**config.mk**
```make
export PLATFORM = sky130hd
export DESIGN_NAME = spi_resp
export DESIGN_NICKNAME = d
export VERILOG_FILES = /design/src/rtl/spi_resp_pkg.sv /design/src/rtl/spi_resp_sync_edge.sv /design/src/rtl/spi_resp.sv
export SDC_FILE = /design/constraint.sdc
export NUM_CORES = 1
export LEC_CHECK = 0
export BUFFER_PORTS_ARGS = -buffer_cell sky130_fd_sc_hd__buf_2
export CORE_MARGIN = 1
export CORE_UTILIZATION = 55
export DETAILED_ROUTE_END_ITERATION = 16
export MAX_ROUTING_LAYER = met4
export PLACE_DENSITY_LB_ADDON = 0.15
export SLEW_MARGIN = 15
export SYNTH_ARGS = -nofsm -noshare
export SYNTH_HDL_FRONTEND = slang
export SYNTH_SLANG_ARGS = --single-unit
```
**constraint.sdc**
```tcl
create_clock -name clk -period 5.1 [get_ports clk]
set_clock_uncertainty 0.05 [all_clocks]
set_input_delay 1.02 -clock clk [delete_from_list [all_inputs] [get_ports clk]]
set_output_delay 1.02 -clock clk [all_outputs]
set_load 0.02 [all_outputs]
```
**src/rtl/spi_resp_pkg.sv**
```systemverilog
// Shared types and constants for the SPI responder.
package spi_resp_pkg;

  typedef enum logic {
    IDLE  = 1'b0,
    SHIFT = 1'b1
  } state_t;

  localparam int SPI_WIDTH_DEF = 16;
  localparam int SYNC_STAGES   = 2;

endpackage

```
**src/rtl/spi_resp_sync_edge.sv**
```systemverilog
// Multi-flop synchronizer for one asynchronous pin, plus an edge register
// that yields single-cycle rise/fall strobes on the synchronized level.
module sync_edge
  import spi_resp_pkg::*;
#(
  parameter logic RST_VAL = 1'b0
) (
  input  logic clk,
  input  logic rst,
  input  logic din,
  output logic lvl,
  output logic rise,
  output logic fall
);

  logic [SYNC_STAGES-1:0] sync_reg;
  logic                   edge_reg;

  // Shift the pin through the synchronizer and keep one older copy for edges.
  always_ff @(posedge clk or posedge rst) begin
    if (rst) begin
      sync_reg <= {SYNC_STAGES{RST_VAL}};
      edge_reg <= RST_VAL;
    end else begin
      sync_reg <= {sync_reg[SYNC_STAGES-2:0], din};
      edge_reg <= sync_reg[SYNC_STAGES-1];
    end
  end

  assign lvl  = sync_reg[SYNC_STAGES-1];
  assign rise = sync_reg[SYNC_STAGES-1] & ~edge_reg;
  assign fall = ~sync_reg[SYNC_STAGES-1] & edge_reg;

endmodule

```
**src/rtl/spi_resp.sv**
```systemverilog
// Word-wide SPI mode-0 responder: receives a WIDTH-bit word on MOSI while
// shifting a word captured at frame start out on MISO, MSB first.
module spi_resp
  import spi_resp_pkg::*;
#(
  parameter int WIDTH = SPI_WIDTH_DEF
) (
  input  logic             clk,
  input  logic             rst,
  input  logic             SCLK,
  input  logic             SS_n,
  input  logic             MOSI,
  output logic             MISO,
  input  logic [WIDTH-1:0] tx_data,
  output logic [WIDTH-1:0] rx_data,
  output logic             rdy,
  output logic             frame_err,
  output logic             busy
);

  localparam int            CW       = $clog2(WIDTH + 2);
  localparam logic [CW-1:0] CNT_FULL = CW'(WIDTH);
  localparam logic [CW-1:0] CNT_MAX  = CW'(WIDTH + 1);

  logic sclk_rise, sclk_fall;
  logic ss_lvl, ss_rise, ss_fall;
  logic mosi_lvl;

  sync_edge #(.RST_VAL(1'b0)) u_sclk (
    .clk(clk), .rst(rst), .din(SCLK), .lvl(), .rise(sclk_rise), .fall(sclk_fall)
  );
  sync_edge #(.RST_VAL(1'b1)) u_ss (
    .clk(clk), .rst(rst), .din(SS_n), .lvl(ss_lvl), .rise(ss_rise), .fall(ss_fall)
  );
  sync_edge #(.RST_VAL(1'b0)) u_mosi (
    .clk(clk), .rst(rst), .din(MOSI), .lvl(mosi_lvl), .rise(), .fall()
  );

  state_t           state_reg, state_next;
  logic [CW-1:0]    bit_cnt_reg;
  logic [WIDTH-1:0] tx_shift_reg;
  logic [WIDTH-1:0] rx_shift_reg;
  logic [1:0]       warm_cnt_reg;
  logic             armed_reg;
  logic             frame_start, frame_stop;

  // A fall is only trusted after SS_n has been seen high with a settled
  // synchronizer, so a frame already running at reset release is ignored.
  always_ff @(posedge clk or posedge rst) begin
    if (rst) begin
      warm_cnt_reg <= 2'd0;
      armed_reg    <= 1'b0;
    end else begin
      if (warm_cnt_reg != 2'd3) warm_cnt_reg <= warm_cnt_reg + 2'd1;
      if (warm_cnt_reg == 2'd3 && ss_lvl) armed_reg <= 1'b1;
    end
  end

  // State register.
  always_ff @(posedge clk or posedge rst) begin
    if (rst) state_reg <= IDLE;
    else     state_reg <= state_next;
  end

  // Next-state logic: frame opens on an armed SS_n fall, closes on SS_n rise.
  always_comb begin
    state_next = state_reg;
    case (state_reg)
      IDLE:    if (ss_fall && armed_reg) state_next = SHIFT;
      SHIFT:   if (ss_rise) state_next = IDLE;
      default: state_next = IDLE;
    endcase
  end

  assign frame_start = (state_reg == IDLE) && (state_next == SHIFT);
  assign frame_stop  = (state_reg == SHIFT) && ss_rise;

  // Outputs decoded from state; MISO is driven low whenever no frame is open.
  always_comb begin
    busy = (state_reg == SHIFT);
    MISO = (state_reg == SHIFT) ? tx_shift_reg[WIDTH-1] : 1'b0;
  end

  // Shift registers, bit counter and end-of-frame reporting.
  always_ff @(posedge clk or posedge rst) begin
    if (rst) begin
      bit_cnt_reg  <= '0;
      tx_shift_reg <= '0;
      rx_shift_reg <= '0;
      rx_data      <= '0;
      rdy          <= 1'b0;
      frame_err    <= 1'b0;
    end else begin
      rdy       <= 1'b0;
      frame_err <= 1'b0;
      if (frame_start) begin
        tx_shift_reg <= tx_data;
        bit_cnt_reg  <= '0;
      end else if (frame_stop) begin
        if (bit_cnt_reg == CNT_FULL) begin
          rx_data <= rx_shift_reg;
          rdy     <= 1'b1;
        end else begin
          frame_err <= 1'b1;
        end
      end else if (state_reg == SHIFT) begin
        if (sclk_rise) begin
          rx_shift_reg <= {rx_shift_reg[WIDTH-2:0], mosi_lvl};
          if (bit_cnt_reg != CNT_MAX) bit_cnt_reg <= bit_cnt_reg + 1'b1;
        end
        // A fall before the first rise would otherwise lose the MSB.
        if (sclk_fall && bit_cnt_reg != '0)
          tx_shift_reg <= {tx_shift_reg[WIDTH-2:0], 1'b0};
      end
    end
  end

endmodule
```
==> metrics.md <==
| Metric | Value |
|---|---|
| Status | complete, no violations |
| Setup TNS | 0 ns |
| Clock transition at the registers of the reported paths | around 0.07 ns |
| Non-filler instance count after layout | roughly 310 |
| Max-cap violations | 0 |
| Root buf cell | clkbuf_8 |
| DRT Pass-1 Iters | 4 |
| Vias in the first global route | 1,657 |
| Cts hold-fix bufs | 0 |
| Syn Nets | approximately 230 |
| Fmax | approximately 430 MHz |
| WL per Instance | about 15 um |
| Tot Pwr | 0.00129 W |
| Req. time, crit path | roughly 5.3 ns |
| Peak fanout along the critical path | 17 |
| Sequential share of the synthesized area | about 60% |
| Main synth FF type | dfrtp_1 |
| N_diodes | 0 |
| CP Class | reg -> reg |
| CP Capture Type | flop |
| All-layer global routing usage | 20.6% |
| Largest stage delay, worst path | 0.79 ns |
| DRT Wirelength | ~4.6 mm |
| Post-CTS Resized | 0 |
| Period utilisation layout | between 40% and 50% |
| Filler Cells Inserted | 388 |
| Cts bufs inserted | 9 |
| Sw Share | 28.9% |
| Crit path max-delay cell type | and3_1 |
| CP bufs+invs | 1 |
| Iter 0 DRT Violations | 84 |
| Initial Util | between 50 and 60% |
| DP HPWL | 2.95 mm |
| Num rows | 25 |
| # setup viols final | 0 |
| CTS tree | yes |
| Slew headroom | between 40% and 50% |
| RSZ-0062 raised after global routing | no |
| Number of synthesized register bits | 67 |
| Largest net degree at the start of global routing | 57 |
| Die width | between 70 and 80 um |
| Top delay family on crit path | simple AND/OR/NAND/NOR gates |
| Die height | around 73 um |
| Combinational share of power | between 15 and 20% |
| Post-synth ARST share | 100% |
| Clock Power Share | approximately 30% |
| Fraction of layout cells with a size suffix above 1 | 41.7% |
| Internal Pwr Total | around 0.0009 W |
| Startpoint types | flop |
| DP Cell Count | roughly 300 |
| Critical Path Stages | 5 |
| # nets final | 267 |
| VDD IR-drop max | ~270 uV |
| Avg Cell Area, Syn | 14.0 um^2 |
| Post-CTS setup buffers | 0 |
| Period minus WS final | ~2.3 ns |
| Worst skew pair latency | about 0.34 ns |
| Gate Count Post-Synth | 200 |
| P_sw | between 0.0003 and 0.0004 W |
| DR vias/cell | around 5.2 |
| Initial antenna violation count | 0 |
| Leak | between 1 and 1.5 nW |
| Synth unique cells | 33 |
| Port Buf Inserts | 40 |
| Final GP Congestion | about 0.81 |
| Via count | 1,643 |
| Die area | between 5000 and 6000 um^2 |
| Register share of total power | between 50% and 60% |
| Total gr overflow | 0 |
| Critical-path cell list | inv_1, ha_1, nor4bb_2, and3_1, mux2_2 |
| Deepest clock path buffer count | 2 |
| First-pass GRT wire length | approximately 7.7 mm |
| H-tree levels | 3 |
| Reg2Reg Depth | 5 |
| Routed Antenna Nets | 0 |
| Worst hold path cell count | 0 |
| Number of synthesis warnings | 0 |
| Cell Pwr Density | between 400 and 500 nW/um^2 |
| DRC violations left | 0 |
| Final-report hold violation count | 0 |
| Worst hold path type | reg -> reg |
| Mapped Area | 2790 um^2 |
| IO Pins | 41 |
| Core Box Area | ~4800 um^2 |
| CP arrival | 2.51 ns |
| Least-Margin Pin Slew | 0.892 ns |
| Post-synth EDFFs | 0 |
| Num Clock Sinks | 67 |
| Final max-slew violation count | 0 |
| Synthesis-to-layout area growth | 15.2% |
logic make-up (layout without fill, tap and decap cells):
logic type | after synthesis | after routing | synth area share [%]
AO/OA/AOI/OAI | 35 | 35 | 7.17
XOR/XNOR | 3 | 3 | 0.941
adder cells (fa/ha/maj) | 4 | 4 | 1.79
buffers and inverters | 14 | 61 | 3.27
flip-flops | 67 | 67 | 60.2
multiplexers | 51 | 51 | 21.0
AND/OR/NAND/NOR | 26 | 26 | 5.65
cell usage in the layout, fill, tap and decap left out, types with 2 or more instances in the layout:
master / n
inv_1: 2
buf_4: 2
clkbuf_8: 10
mux2i_1: 18
dfrtp_1: 64
xnor2_1: 3
mux2_2: 24
a31oi_1: 15
mux2_4: 9
clkinv_2: 2
o21ai_4: 2
buf_2: 40
nor2_1: 6
nand2_1: 4
ha_1: 4
nor3_1: 2
nand2b_1: 2
clkinvlp_4: 3
a21oi_1: 16
dfstp_2: 3
layer usage:
layer  vias to the layer above  track usage, %  routed length (um)
met1                       799            25.7                2170
met4                         0            7.19                  76
li1                        802               -                   -
met2                        34            30.2                2100
met3                         8            8.29                 210
met5                         -               -                   0
through the flow:
step                setup WS, ns  hold slack [ns]  utilization, %  cell area (um^2)
floorplan                   2.35            0.281               -              2790
global placement            2.78            0.290            62.8              3020
detailed placement          2.74            0.289            62.8              3020
CTS                         2.73            0.307            66.5              3200
global route                2.58            0.308            66.8              3220
finish                      2.76            0.304            66.8              3220
synth_stat cells (4+ instances only):
cell type  number  area share [%]
a31oi_1        15             3.4
a21oi_1        16             2.9
clkbuf_1        4            0.54
nor2_1          6            0.81
ha_1            4             1.8
nand2_1         4            0.54
mux2_4          9             4.8
mux2i_1        18             6.5
dfrtp_1        64              57
mux2_2         24             9.7
power by group through the flow:
stage	clock network (W)	logic (W)	registers, W
6_report	0.000389	0.000210	0.000688
5_1_grt	0.000422	0.000242	0.000701
4_1_cts	0.000402	0.000210	0.000687
3_5_place_dp	0	0.000209	0.000696
3_3_place_gp	0	0.000202	0.000692
2_1_floorplan	0	0.000170	0.000679
final timing paths:
check	to	from	slack (ns)
max in group asynchronous	bit_cnt_reg[4]	rst	3.50
min in group asynchronous	tx_shift_reg[12]	rst	0.55
hold reg to reg	u_sclk.sync_reg[1]	u_sclk.sync_reg[0]	0.30
setup reg to reg	rx_data[5]	bit_cnt_reg[0]	2.76
hold / removal	u_sclk.sync_reg[1]	u_sclk.sync_reg[0]	0.30
setup / recovery	rx_data[5]	bit_cnt_reg[0]	2.76
cell type report:
type | instances | area (um^2) | share of cell area (%)
clock buffer | 10 | 138 | 4.28
clock inverter | 6 | 41.3 | 1.28
inverter | 3 | 11.3 | 0.350
multi-input combinational | 119 | 1050 | 32.6
sequential | 67 | 1680 | 52.2
tap | 67 | 83.8 | 2.61
timing repair buffer | 42 | 215 | 6.69
Power figures use the tool's default switching activity.
